`config.mk`:
```
export PLATFORM = sky130hd
export DESIGN_NAME = jk_bank_ctrl_flat
export DESIGN_NICKNAME = d
export VERILOG_FILES = /design/src/rtl/jk_bank_ctrl_if.sv /design/src/rtl/jk_bank_ctrl.sv /design/src/flat_wrapper.sv
export SDC_FILE = /design/constraint.sdc
export NUM_CORES = 1
export LEC_CHECK = 0
export ABC_AREA = 1
export CORE_UTILIZATION = 30
export CTS_CLUSTER_SIZE = 30
export DETAILED_ROUTE_END_ITERATION = 6
export SKIP_CTS_REPAIR_TIMING = 1
export SYNTH_ARGS = -nofsm -noshare
export SYNTH_HDL_FRONTEND = slang
export SYNTH_SLANG_ARGS = --single-unit
```
`constraint.sdc`:
```
create_clock -name clk -period 0.98 [get_ports clk]
set_input_delay 0.196 -clock clk [delete_from_list [all_inputs] [get_ports clk]]
set_output_delay 0.196 -clock clk [all_outputs]
set_load 0.005 [all_outputs]
```
`src/rtl/jk_bank_ctrl_if.sv`:
```
`default_nettype none
// ============================================================================
// Module   : jk_bank_ctrl_if
// Brief    : Command handshake and status bundle for jk_bank_ctrl.
//            master = host/test controller side, slave = sequencer side.
// Revision : 1.0  initial release
// ============================================================================
interface jk_bank_ctrl_if #(
  parameter int WIDTH = 4
) ();

  logic             cmd_valid;
  logic             cmd_ready;
  logic [1:0]       cmd_op;
  logic [WIDTH-1:0] cmd_mask;
  logic [3:0]       cmd_count;
  logic [WIDTH-1:0] q;
  logic             busy;
  logic             done;

  modport master (
    output cmd_valid, cmd_op, cmd_mask, cmd_count,
    input  cmd_ready, q, busy, done
  );

  modport slave (
    input  cmd_valid, cmd_op, cmd_mask, cmd_count,
    output cmd_ready, q, busy, done
  );

endinterface
`default_nettype wire

```
`src/rtl/jk_bank_ctrl.sv`:
```
`default_nettype none
// ============================================================================
// Module   : jk_bank_ctrl
// Brief    : Command sequencer driving a bank of WIDTH JK cells. Each accepted
//            command (op, mask, count) is applied to the masked cells on
//            count+1 consecutive edges; done pulses once per command.
//            Optional macro JK_BANK_SKID_EN adds a one-entry command buffer
//            so commands can run back-to-back with no idle edge.
// Revision : 1.0  initial release
// ============================================================================
module jk_bank_ctrl #(
  parameter int WIDTH = 4
) (
  input  wire            clk,
  input  wire            reset,
  jk_bank_ctrl_if.slave  bus
);

  typedef enum logic [0:0] {
    ST_IDLE  = 1'b0,
    ST_APPLY = 1'b1
  } state_t;

  state_t           r_state;
  state_t           w_state_nx;
  logic [1:0]       r_op,   w_op_nx;
  logic [WIDTH-1:0] r_mask, w_mask_nx;
  logic [3:0]       r_remaining, w_remaining_nx;
  logic [WIDTH-1:0] r_q,    w_q_nx;
  logic             r_busy, w_busy_nx;
  logic             r_done, w_done_nx;

  logic             w_ready;
  logic             w_accept;
  logic [WIDTH-1:0] w_j;
  logic [WIDTH-1:0] w_k;
  logic [WIDTH-1:0] w_q_applied;

`ifdef JK_BANK_SKID_EN
  logic             r_buf_valid, w_buf_valid_nx;
  logic [1:0]       r_buf_op,    w_buf_op_nx;
  logic [WIDTH-1:0] r_buf_mask,  w_buf_mask_nx;
  logic [3:0]       r_buf_count, w_buf_count_nx;

  // Ready depends only on buffer occupancy, never on cmd_valid.
  assign w_ready = !r_buf_valid;
`else
  assign w_ready = (r_state == ST_IDLE);
`endif

  assign w_accept = bus.cmd_valid && w_ready;

  // Unmasked cells see J=K=0 and therefore hold.
  assign w_j         = r_mask & {WIDTH{r_op[1]}};
  assign w_k         = r_mask & {WIDTH{r_op[0]}};
  assign w_q_applied = (w_j & ~r_q) | (~w_k & r_q);

  // Next-state and datapath decisions for the sequencer.
  always_comb begin
    w_state_nx     = r_state;
    w_op_nx        = r_op;
    w_mask_nx      = r_mask;
    w_remaining_nx = r_remaining;
    w_q_nx         = r_q;
    w_done_nx      = 1'b0;
`ifdef JK_BANK_SKID_EN
    w_buf_valid_nx = r_buf_valid;
    w_buf_op_nx    = r_buf_op;
    w_buf_mask_nx  = r_buf_mask;
    w_buf_count_nx = r_buf_count;
`endif
    case (r_state)
      ST_IDLE: begin
        if (w_accept) begin
          w_op_nx        = bus.cmd_op;
          w_mask_nx      = bus.cmd_mask;
          w_remaining_nx = bus.cmd_count;
          w_state_nx     = ST_APPLY;
        end
      end
      ST_APPLY: begin
        w_q_nx = w_q_applied;
        if (r_remaining != 4'd0) begin
          w_remaining_nx = r_remaining - 4'd1;
`ifdef JK_BANK_SKID_EN
          if (w_accept) begin
            w_buf_valid_nx = 1'b1;
            w_buf_op_nx    = bus.cmd_op;
            w_buf_mask_nx  = bus.cmd_mask;
            w_buf_count_nx = bus.cmd_count;
          end
`endif
        end else begin
          w_done_nx = 1'b1;
`ifdef JK_BANK_SKID_EN
          if (r_buf_valid) begin
            w_op_nx        = r_buf_op;
            w_mask_nx      = r_buf_mask;
            w_remaining_nx = r_buf_count;
            w_buf_valid_nx = 1'b0;
          end else if (w_accept) begin
            // Arrives on the completion edge: chain straight in, no gap.
            w_op_nx        = bus.cmd_op;
            w_mask_nx      = bus.cmd_mask;
            w_remaining_nx = bus.cmd_count;
          end else begin
            w_state_nx = ST_IDLE;
          end
`else
          w_state_nx = ST_IDLE;
`endif
        end
      end
      default: w_state_nx = ST_IDLE;
    endcase
    w_busy_nx = (w_state_nx == ST_APPLY);
  end

  // State register with synchronous reset that discards any pending work.
  always_ff @(posedge clk) begin
    if (reset) begin
      r_state <= ST_IDLE;
    end else begin
      r_state <= w_state_nx;
    end
  end

  // Registered datapath and status outputs.
  always_ff @(posedge clk) begin
    if (reset) begin
      r_op        <= 2'b00;
      r_mask      <= '0;
      r_remaining <= 4'd0;
      r_q         <= '0;
      r_busy      <= 1'b0;
      r_done      <= 1'b0;
`ifdef JK_BANK_SKID_EN
      r_buf_valid <= 1'b0;
      r_buf_op    <= 2'b00;
      r_buf_mask  <= '0;
      r_buf_count <= 4'd0;
`endif
    end else begin
      r_op        <= w_op_nx;
      r_mask      <= w_mask_nx;
      r_remaining <= w_remaining_nx;
      r_q         <= w_q_nx;
      r_busy      <= w_busy_nx;
      r_done      <= w_done_nx;
`ifdef JK_BANK_SKID_EN
      r_buf_valid <= w_buf_valid_nx;
      r_buf_op    <= w_buf_op_nx;
      r_buf_mask  <= w_buf_mask_nx;
      r_buf_count <= w_buf_count_nx;
`endif
    end
  end

  assign bus.cmd_ready = w_ready;
  assign bus.q         = r_q;
  assign bus.busy      = r_busy;
  assign bus.done      = r_done;

endmodule
`default_nettype wire

```
`src/flat_wrapper.sv`:
```
// flat-port wrapper written by rule: the top's interface ports become plain ports
module jk_bank_ctrl_flat 
#(
  parameter int WIDTH = 4
)
  (clk, reset, bus_cmd_valid, bus_cmd_op, bus_cmd_mask, bus_cmd_count, bus_cmd_ready, bus_q, bus_busy, bus_done);
  jk_bank_ctrl_if #(.WIDTH(WIDTH)) bus_i ();
  input  wire clk;
  input  wire reset;
  input wire logic [$bits(bus_i.cmd_valid)-1:0] bus_cmd_valid;
  input wire logic [$bits(bus_i.cmd_op)-1:0] bus_cmd_op;
  input wire logic [$bits(bus_i.cmd_mask)-1:0] bus_cmd_mask;
  input wire logic [$bits(bus_i.cmd_count)-1:0] bus_cmd_count;
  output wire logic [$bits(bus_i.cmd_ready)-1:0] bus_cmd_ready;
  output wire logic [$bits(bus_i.q)-1:0] bus_q;
  output wire logic [$bits(bus_i.busy)-1:0] bus_busy;
  output wire logic [$bits(bus_i.done)-1:0] bus_done;
  assign bus_i.cmd_valid = bus_cmd_valid;
  assign bus_i.cmd_op = bus_cmd_op;
  assign bus_i.cmd_mask = bus_cmd_mask;
  assign bus_i.cmd_count = bus_cmd_count;
  assign bus_cmd_ready = bus_i.cmd_ready;
  assign bus_q = bus_i.q;
  assign bus_busy = bus_i.busy;
  assign bus_done = bus_i.done;
  jk_bank_ctrl #(.WIDTH(WIDTH)) u_core (.clk(clk), .reset(reset), .bus(bus_i));
endmodule
```
After elaboration in Yosys (flattened, before gate mapping):

Index checks and enable logic that the tools add are counted.

* register bits: 16
* input port bits: 13
* output and inout bits: 7
* logic and storage cells: 29

* $add $sub $neg: 1
* eq/ne operators: 2
* multiplexer cells: 7
* bitwise logic cells: 8
* reduce and logical (&&, ||, !) cells: 5

Operator list (number)
* bitwise AND 4 bit: 4
* two-way mux 4 bit: 2
* NOT 4 bit: 2
* one-hot mux 4 bit (2 select lines): 1
* != test 2 bit (second input constant): 2
* OR 4 bit: 1
* AND reduction 2 bit: 2
* nonzero test 4 bit: 1
* subtractor 4 x 1 -> 4 bit (second input constant): 1
* two-way mux 1 bit: 3
* one-hot mux 1 bit (2 select lines): 1
* OR reduction 2 bit: 1
* logical AND 1 bit: 1
* NOT 1 bit: 1

Depth between registers and ports, before layout:

* depth in word-level cells: 4
* depth in mapped cells: 7
* mapped depth without buffers: 7

Least setup slack after synthesis:

No wires, ideal clock.

* path type: register to register
* start point: reg u_core.r_remaining[0]
* end point: reg u_core.r_remaining[2]
* library setup time: 0.067 ns
* arrival: 0.998 ns
* path slack: -0.085 ns
* stages on the path, launching flop included: 8
* buffers on the path: 0
* clock period less this slack: 1.065 ns
* path through: dfxtp_1 > inv_1 > ha_1 > nand2_2 > nand2_4 > a21oi_1 > nand2_1 > o21ai_2

* word-level cells in the longest chain between the ends: 3
* elaborated cells between the ends (all ways): 6

Ends and longest elaborated chain
* from (decl): RTL line jk_bank_ctrl.sv:28 `logic [3:0] r_remaining, w_remaining_nx;`
* from (signal assigned): RTL line jk_bank_ctrl.sv:146 `r_remaining <= w_remaining_nx;`
* subtractor 4 x 1 -> 4 bit or nonzero test 4 bit (tied branches): RTL line jk_bank_ctrl.sv:84, jk_bank_ctrl.sv:83
* two-way mux 4 bit or != test 2 bit (tied branches)
* one-hot mux 4 bit (2 select lines) or AND reduction 2 bit (tied branches)

Several ways; a longest one is shown, not always the timed one. The select of a mux whose other input is x is not followed.
A chain may end at the register's enable or synchronous reset.

Final worst setup path:

* start point: reg u_core.r_state
* end point: out bus_cmd_ready

* word-level cells in the longest chain between the ends: 1

Ends and longest elaborated chain
* from (decl): RTL line jk_bank_ctrl.sv:24 `state_t r_state;`
* from (signal assigned): RTL line jk_bank_ctrl.sv:124 `r_state <= w_state_nx;`
* NOT 1 bit (no source line)
* to (decl): RTL line flat_wrapper.sv:14 `output wire logic [$bits(bus_i.cmd_ready)-1:0] bus_cmd_ready;`

No other way between the ends.

==> flow_summary.yaml <==
sta:
  skew_ns: 0.007582
  slew_at_the_pin_closest_to_its_max_slew_limit_ns: 0.3056
  drv_slew: 0
  setup_viol: 15
  finalHoldViolCount: 0
  unrepaired_setup_endpoints_after_global_routing: "yes"
  finalCritPeriodShare: 1.126
  maxClockFrequency_ghz: 0.9063
  postLayoutSetupSlackWorst_ns: -0.1234
  timing.max_slew.rel_slack: 0.7957
  minimum_clock_period_after_layout_ns: 1.103
die:
  coreArea_um2: 2276
  initial_core_util: 0.3282
  design.portCount: 20
  row_count: 17
  chipHeight_um: 51.90
  dieArea_um2: 2694
  floorplan.die.width_um: 51.90
final_layout:
  area_delta_synth_final_pct: 57.45
  layout.nets: 150
  antennaDiodeCount: 0
  proportion_of_layout_cells_with_a_drive_suffix_above_1: 0.4296
  postLayoutCoreUtil: 0.5168
hold_path:
  holdCritPathClass: "input port to register"
pwr:
  share_comb_of_total_power: 0.285
  power.leakage_uw: 0.0005009
  p_switching_uw: 512.5
  power.sequential.fraction: 0.442
  intPower_uw: 1172
  fin_total_pwr_uw: 1684
  vdd.ir_drop.worst_mv: 1.033
  switching_share: 0.3043
  power-per-cell-area_nw_per_um2: 1432
  clock_power_share: 0.273
global_routing:
  grt_overflow: 0
  grt_pass1_vias: 659
  number_of_antenna_violations_at_the_first_check_in_global_routing: 0
  largest_net_degree_at_the_start_of_global_routing: 16
  track_usage: 0.1403
  grt_pass1_wl_mm: 2.732
cts:
  cts.root.buffer_cell: "sky130_fd_sc_hd__clkbuf_4"
  cts.sinks: 16
  clock_tree.htree_level_count: 1
  clock_latency_ns: 0.30
  cts_tree: "done"
  cts_buffer_depth: 2
  clk_pin_slew_ns: 0.10
  cts_buffer_count: 3
setup_path:
  cp_max_fo: 2
  critical_path_required_ns: 0.78
  critical_path.most_common_cell: "sky130_fd_sc_hd__buf_6"
  crit_path_cell_trace: "buf_6, inv_12, buf_6"
  slowest_stage_delay_on_critical_path_ns: 0.35
  cp_top_family: "flip-flops"
  critical_path_cell_with_the_highest_stage_delay: "sky130_fd_sc_hd__dfxtp_2"
  worst_setup_path_end_kind: "output port"
  timing.critical_path.arrival_ns: 0.91
  critPathKind: "register to output port"
  timing.critical_path.buf_inv: 3
  start_kind: "register"
outcome:
  violated_checks: "negative setup slack"
  run_status: "complete, but fails checks"
route:
  drt_first_pass_iters: 3
  routed_wl_mm: 1.793
  route.detailed.drc: 0
  vias: 753
  avgViaCountPerCell: 4.620
  avgRoutedWirePerCell_um: 11.00
  antenna_left: 0
  initialDrtViolationCount: 11
place:
  routabilityCongestion: 0.8272
  portBuffers: 19
  dp_hpwl_mm: 1.200
yosys:
  synth_cell_type_count: 18
  synthCells: 98
  mappedNetlistArea_um2: 747.0
  avgSynthCellArea_um2: 7.622
  synth.yosys.warnings: 0
  synth-seq-cells: 16
  register_area_share_after_synthesis: 0.4288
  postSynthNetCount: 112
run:
  drv.max_cap_violation_count: 0
## cells in the mapped netlist
| library cell | n | area, um2 |
|---|---|---|
| sky130_fd_sc_hd__dfxtp_1 | 16 | 320.3 |
| sky130_fd_sc_hd__nand2_1 | 16 | 60.06 |
| sky130_fd_sc_hd__nor2_1 | 14 | 52.55 |
| sky130_fd_sc_hd__o21ai_0 | 13 | 65.06 |
| sky130_fd_sc_hd__inv_1 | 11 | 41.29 |
| sky130_fd_sc_hd__nand3_1 | 9 | 45.04 |
| sky130_fd_sc_hd__a21oi_1 | 8 | 40.04 |
| sky130_fd_sc_hd__buf_2 | 1 | 5.000 |
| sky130_fd_sc_hd__buf_6 | 1 | 11.26 |
| sky130_fd_sc_hd__buf_8 | 1 | 15.01 |
| sky130_fd_sc_hd__ha_1 | 1 | 12.51 |
| sky130_fd_sc_hd__inv_12 | 1 | 16.27 |
| sky130_fd_sc_hd__nand2_2 | 1 | 6.260 |
| sky130_fd_sc_hd__nand2_4 | 1 | 11.26 |
| sky130_fd_sc_hd__nand2_8 | 1 | 20.02 |
| sky130_fd_sc_hd__o21ai_2 | 1 | 8.760 |
| sky130_fd_sc_hd__o31ai_1 | 1 | 7.510 |
| sky130_fd_sc_hd__o32ai_1 | 1 | 8.760 |
## power by group through the flow
stage | registers, uW | clock network, uW | logic (uW)
CTS | 739 | 478 | 421
detailed placement | 754 | 0 | 418
floorplan | 749 | 0 | 237
global placement | 752 | 0 | 410
finish | 744 | 460 | 480
global route | 749 | 501 | 537
## cell usage in the layout (no fill, tap or decap), types with 3 or more instances in the layout
| cell type | count |
|---|---|
| sky130_fd_sc_hd__a21oi_1 | 5 |
| sky130_fd_sc_hd__a21oi_2 | 3 |
| sky130_fd_sc_hd__buf_4 | 13 |
| sky130_fd_sc_hd__buf_6 | 3 |
| sky130_fd_sc_hd__clkbuf_2 | 6 |
| sky130_fd_sc_hd__clkbuf_4 | 3 |
| sky130_fd_sc_hd__clkdlybuf4s50_1 | 12 |
| sky130_fd_sc_hd__dfxtp_1 | 8 |
| sky130_fd_sc_hd__dfxtp_2 | 8 |
| sky130_fd_sc_hd__inv_1 | 8 |
| sky130_fd_sc_hd__nand2_1 | 14 |
| sky130_fd_sc_hd__nand2_4 | 3 |
| sky130_fd_sc_hd__nand3_1 | 9 |
| sky130_fd_sc_hd__nor2_1 | 10 |
| sky130_fd_sc_hd__nor2_2 | 3 |
| sky130_fd_sc_hd__o21ai_1 | 7 |
| sky130_fd_sc_hd__o21ai_2 | 5 |
## worst register-to-register path, stage by stage (launching register included)
cell	delay (ns)
sky130_fd_sc_hd__dfxtp_2	0.35
sky130_fd_sc_hd__buf_6	0.13
sky130_fd_sc_hd__inv_12	0.03
sky130_fd_sc_hd__buf_8	0.13
sky130_fd_sc_hd__o31ai_1	0.24
sky130_fd_sc_hd__nand2_1	0.10
sky130_fd_sc_hd__o21ai_2	0.06
## registers in the layout, summed over array words and instances, names as in the netlist
signal,cells
u_core.bus.done,1
u_core.r_state,1
u_core.r_remaining,4
u_core.r_op,2
u_core.bus.q,4
u_core.r_mask,4
## cell type report
cell class	instances	area, um2
Clock buffer	4	36.28
Fill cell	228	1100
Inverter	12	65.06
Multi-Input combinational cell	68	412.9
Sequential cell	16	330.3
Tap cell	28	35.03
Timing Repair Buffer	35	296.5
## final timing paths
kind               startpoint                    end  slack (ns)  depth (start not counted)
max            u_core.r_state          bus_cmd_ready       -0.12                          3
min             bus_cmd_op[0]         u_core.r_op[0]        0.50                          3
max reg2reg    u_core.r_state  u_core.r_remaining[2]       -0.11                          6
min reg2reg  u_core.r_mask[3]        u_core.bus.q[3]        0.50                          2
## per-layer routing
layer / track usage / vias up / wire (um)
met1: 0.1593 / 336 / 799
met2: 0.2329 / 18 / 862
met4: 0.06757 / 0 / 23
met5: 0 / - / 0
met3: 0.04678 / 3 / 107
li1: - / 396 / -
## logic make-up (layout without fill, tap and decap cells)
family / after synthesis / in the layout / share of synthesized area
compound gates: 24 / 24 / 0.1742
fa+ha+maj: 1 / 1 / 0.01675
buf+inv: 15 / 51 / 0.1189
flops: 16 / 16 / 0.4288
simple gates: 42 / 43 / 0.2613
## through the flow
step | worst slack [ns] | hold slack [ns] | area (um2) | std cells | setup TNS (ns)
6_report | -0.1234 | 0.4988 | 1176 | 163 | -0.8419
5_1_grt | -0.2004 | 0.5293 | 1176 | 163 | -1.868
4_1_cts | -0.5571 | 0.4753 | 1121 | 161 | -5.097
3_5_place_dp | -0.2834 | 0.4582 | 1085 | 157 | -3.691
3_3_place_gp | -0.2778 | 0.4513 | 1085 | 157 | -3.417
2_1_floorplan | -0.004309 | 0.2577 | 765.7 | 98 | -0.02154
Power figures use the tool's default switching activity.
==> RTL change (same settings) <==
The option `JK_BANK_SKID_EN` is turned on by a define.
--- a/src/rtl/jk_bank_ctrl.sv
+++ b/src/rtl/jk_bank_ctrl.sv
@@ -8,6 +8,8 @@
 //            so commands can run back-to-back with no idle edge.
 // Revision : 1.0  initial release
 // ============================================================================
+`define JK_BANK_SKID_EN
+
 module jk_bank_ctrl #(
   parameter int WIDTH = 4
 ) (
Check against the original RTL: not equivalent (Yosys sat finds a counterexample within 4 cycles, from zero or initial values and one cycle with reset high).
==> RTL change against the original RTL <==
- power increased by 87%
- sequential share of layout area decreased by 1.6 points
- cell area increased by 77%
- sequential cell count increased by 11
- non-clock buffer count increased by 15
- sequential power increased by 73%
- the run still ends with setup timing left
- utilization decreased by 4.5 points
- wire length increased by 83%
- worst setup slack got worse by 0.076 ns
- area after synthesis increased by 86%
- die area increased by 82%
- first-iteration DRC count increased to 5.4 times the old value
==> RTL change: results (changes against the original RTL) <==
- Met3 Wirelength: 79 µm (-26%)
- Top cells by count, synth: nand2_1 (52), nor2_1 (33), inv_1 (29)
- Worst skew pair latency: 0.28 ns (-0.02 ns)
- Cells after synthesis: 211 (+120%)
- Dpl cells: 304 (+94%)
- Via density: 4.38 (-5.2%)
- Crit path max fanout: 10 (+8)
- Crit path DAT: 1.37 ns (+0.46 ns)
- Worst Slack Setup Final: -0.200 ns (-0.0762 ns)
- Grt met3 use: 0.0188 (-0.0280)
- Pin count of the biggest net entering global routing: 17 (+1)
- Failing checks: setup timing
- Power per Cell Area: 1510 nW/µm² (+5.2%)
- Skew final: 0.0110 ns (+0.00346 ns)
- Reg2Reg Launch Point: u_core.r_remaining[0]$_SDFF_PP0_
- Final wirelength: 3280 µm (+83%)
- Post-Place Worst Slack: -0.422 ns (-0.139 ns)
- Worst reg2reg path endpoint: u_core.r_remaining[0]$_SDFF_PP0_
- Plain + repair buffers: 50 (+43%)
- Average wire per standard cell: 10.5 µm (-4.4%)
- Inverters, non-clock: 36 (+24)
- Post-Syn Nets: 225 (+100%)
- Crit-path slowest cell: clkdlybuf4s50_1
- FILL cells: 443 (+94%)
- Nets@finish: 275 (+83%)
- Dpl cell area: 1830 µm² (+69%)
- Metal2 WL: 1520 µm (+76%)
- Drt pass-1 iters: 4 (+1)
- Worst vdd ir: 0.610 mV (-41%)
- Buffering overhead: 0.215 (-0.0366)
- Yosys cell types: 24 (+6)
- Hold Path Stages: 2 (-1)
- Status: finished, violations left
- Util after Layout: 0.472 (-0.0445)
- Met1 global-route usage: 0.178 (+0.0190)
- CP delay by family, top: buffers and inverters
- Hold slack: 0.448 ns (-0.0506 ns)
- DRT iter0 DRCs: 59 (+48)
- Met2 GRT Util: 0.219 (-0.0139)
- Register area share after synthesis: 0.389 (-0.0396)
- Worst Hold End: u_core.r_buf_mask[2]$_SDFFE_PP0P_
- Endpoints failing setup: 24 (+9)
- Routability congestion estimate: 0.785 (-5.1%)
- End of the critical path: u_core.r_op[1]$_SDFFE_PP0P_
- Final HPWL DP: 2300 µm (+92%)
- Layout cells sized above 1: 0.362 (-0.0681)
- Synth area leaders: dfxtp_1 (39%), nand2_1 (14%), nor2_1 (8.9%), inv_1 (7.8%), o21ai_0 (6.5%)
- Vias in the first global route: 1264 (+92%)
-- RTL change: report_power, final --
| part | switching [W] | leakage, nW | internal [W] |
|---|---|---|---|
| logic | 0.000637 | 0.759 | 0.000544 |
| clock network | 0.000379 | 0.0217 | 0.000289 |
| registers | 0.0000702 | 0.225 | 0.00122 |
-- RTL change: logic make-up after synthesis --
| kind of cell | Yosys count | share of synthesized area |
|---|---|---|
| xor+xnor | 1 | 0.00631 |
| compound gates | 34 | 0.126 |
| flops | 27 | 0.389 |
| simple gates | 106 | 0.333 |
| fa+ha+maj | 1 | 0.00901 |
| buf+inv | 42 | 0.136 |
-- RTL change: worst register-to-register path, cell delays in order, from the launching register on --
cell and delay, ns:
dfxtp_2 0.33, inv_2 0.07, ha_4 0.16, nand4_1 0.19, nor2_1 0.19, nand2_1 0.09
a21oi_2 0.11
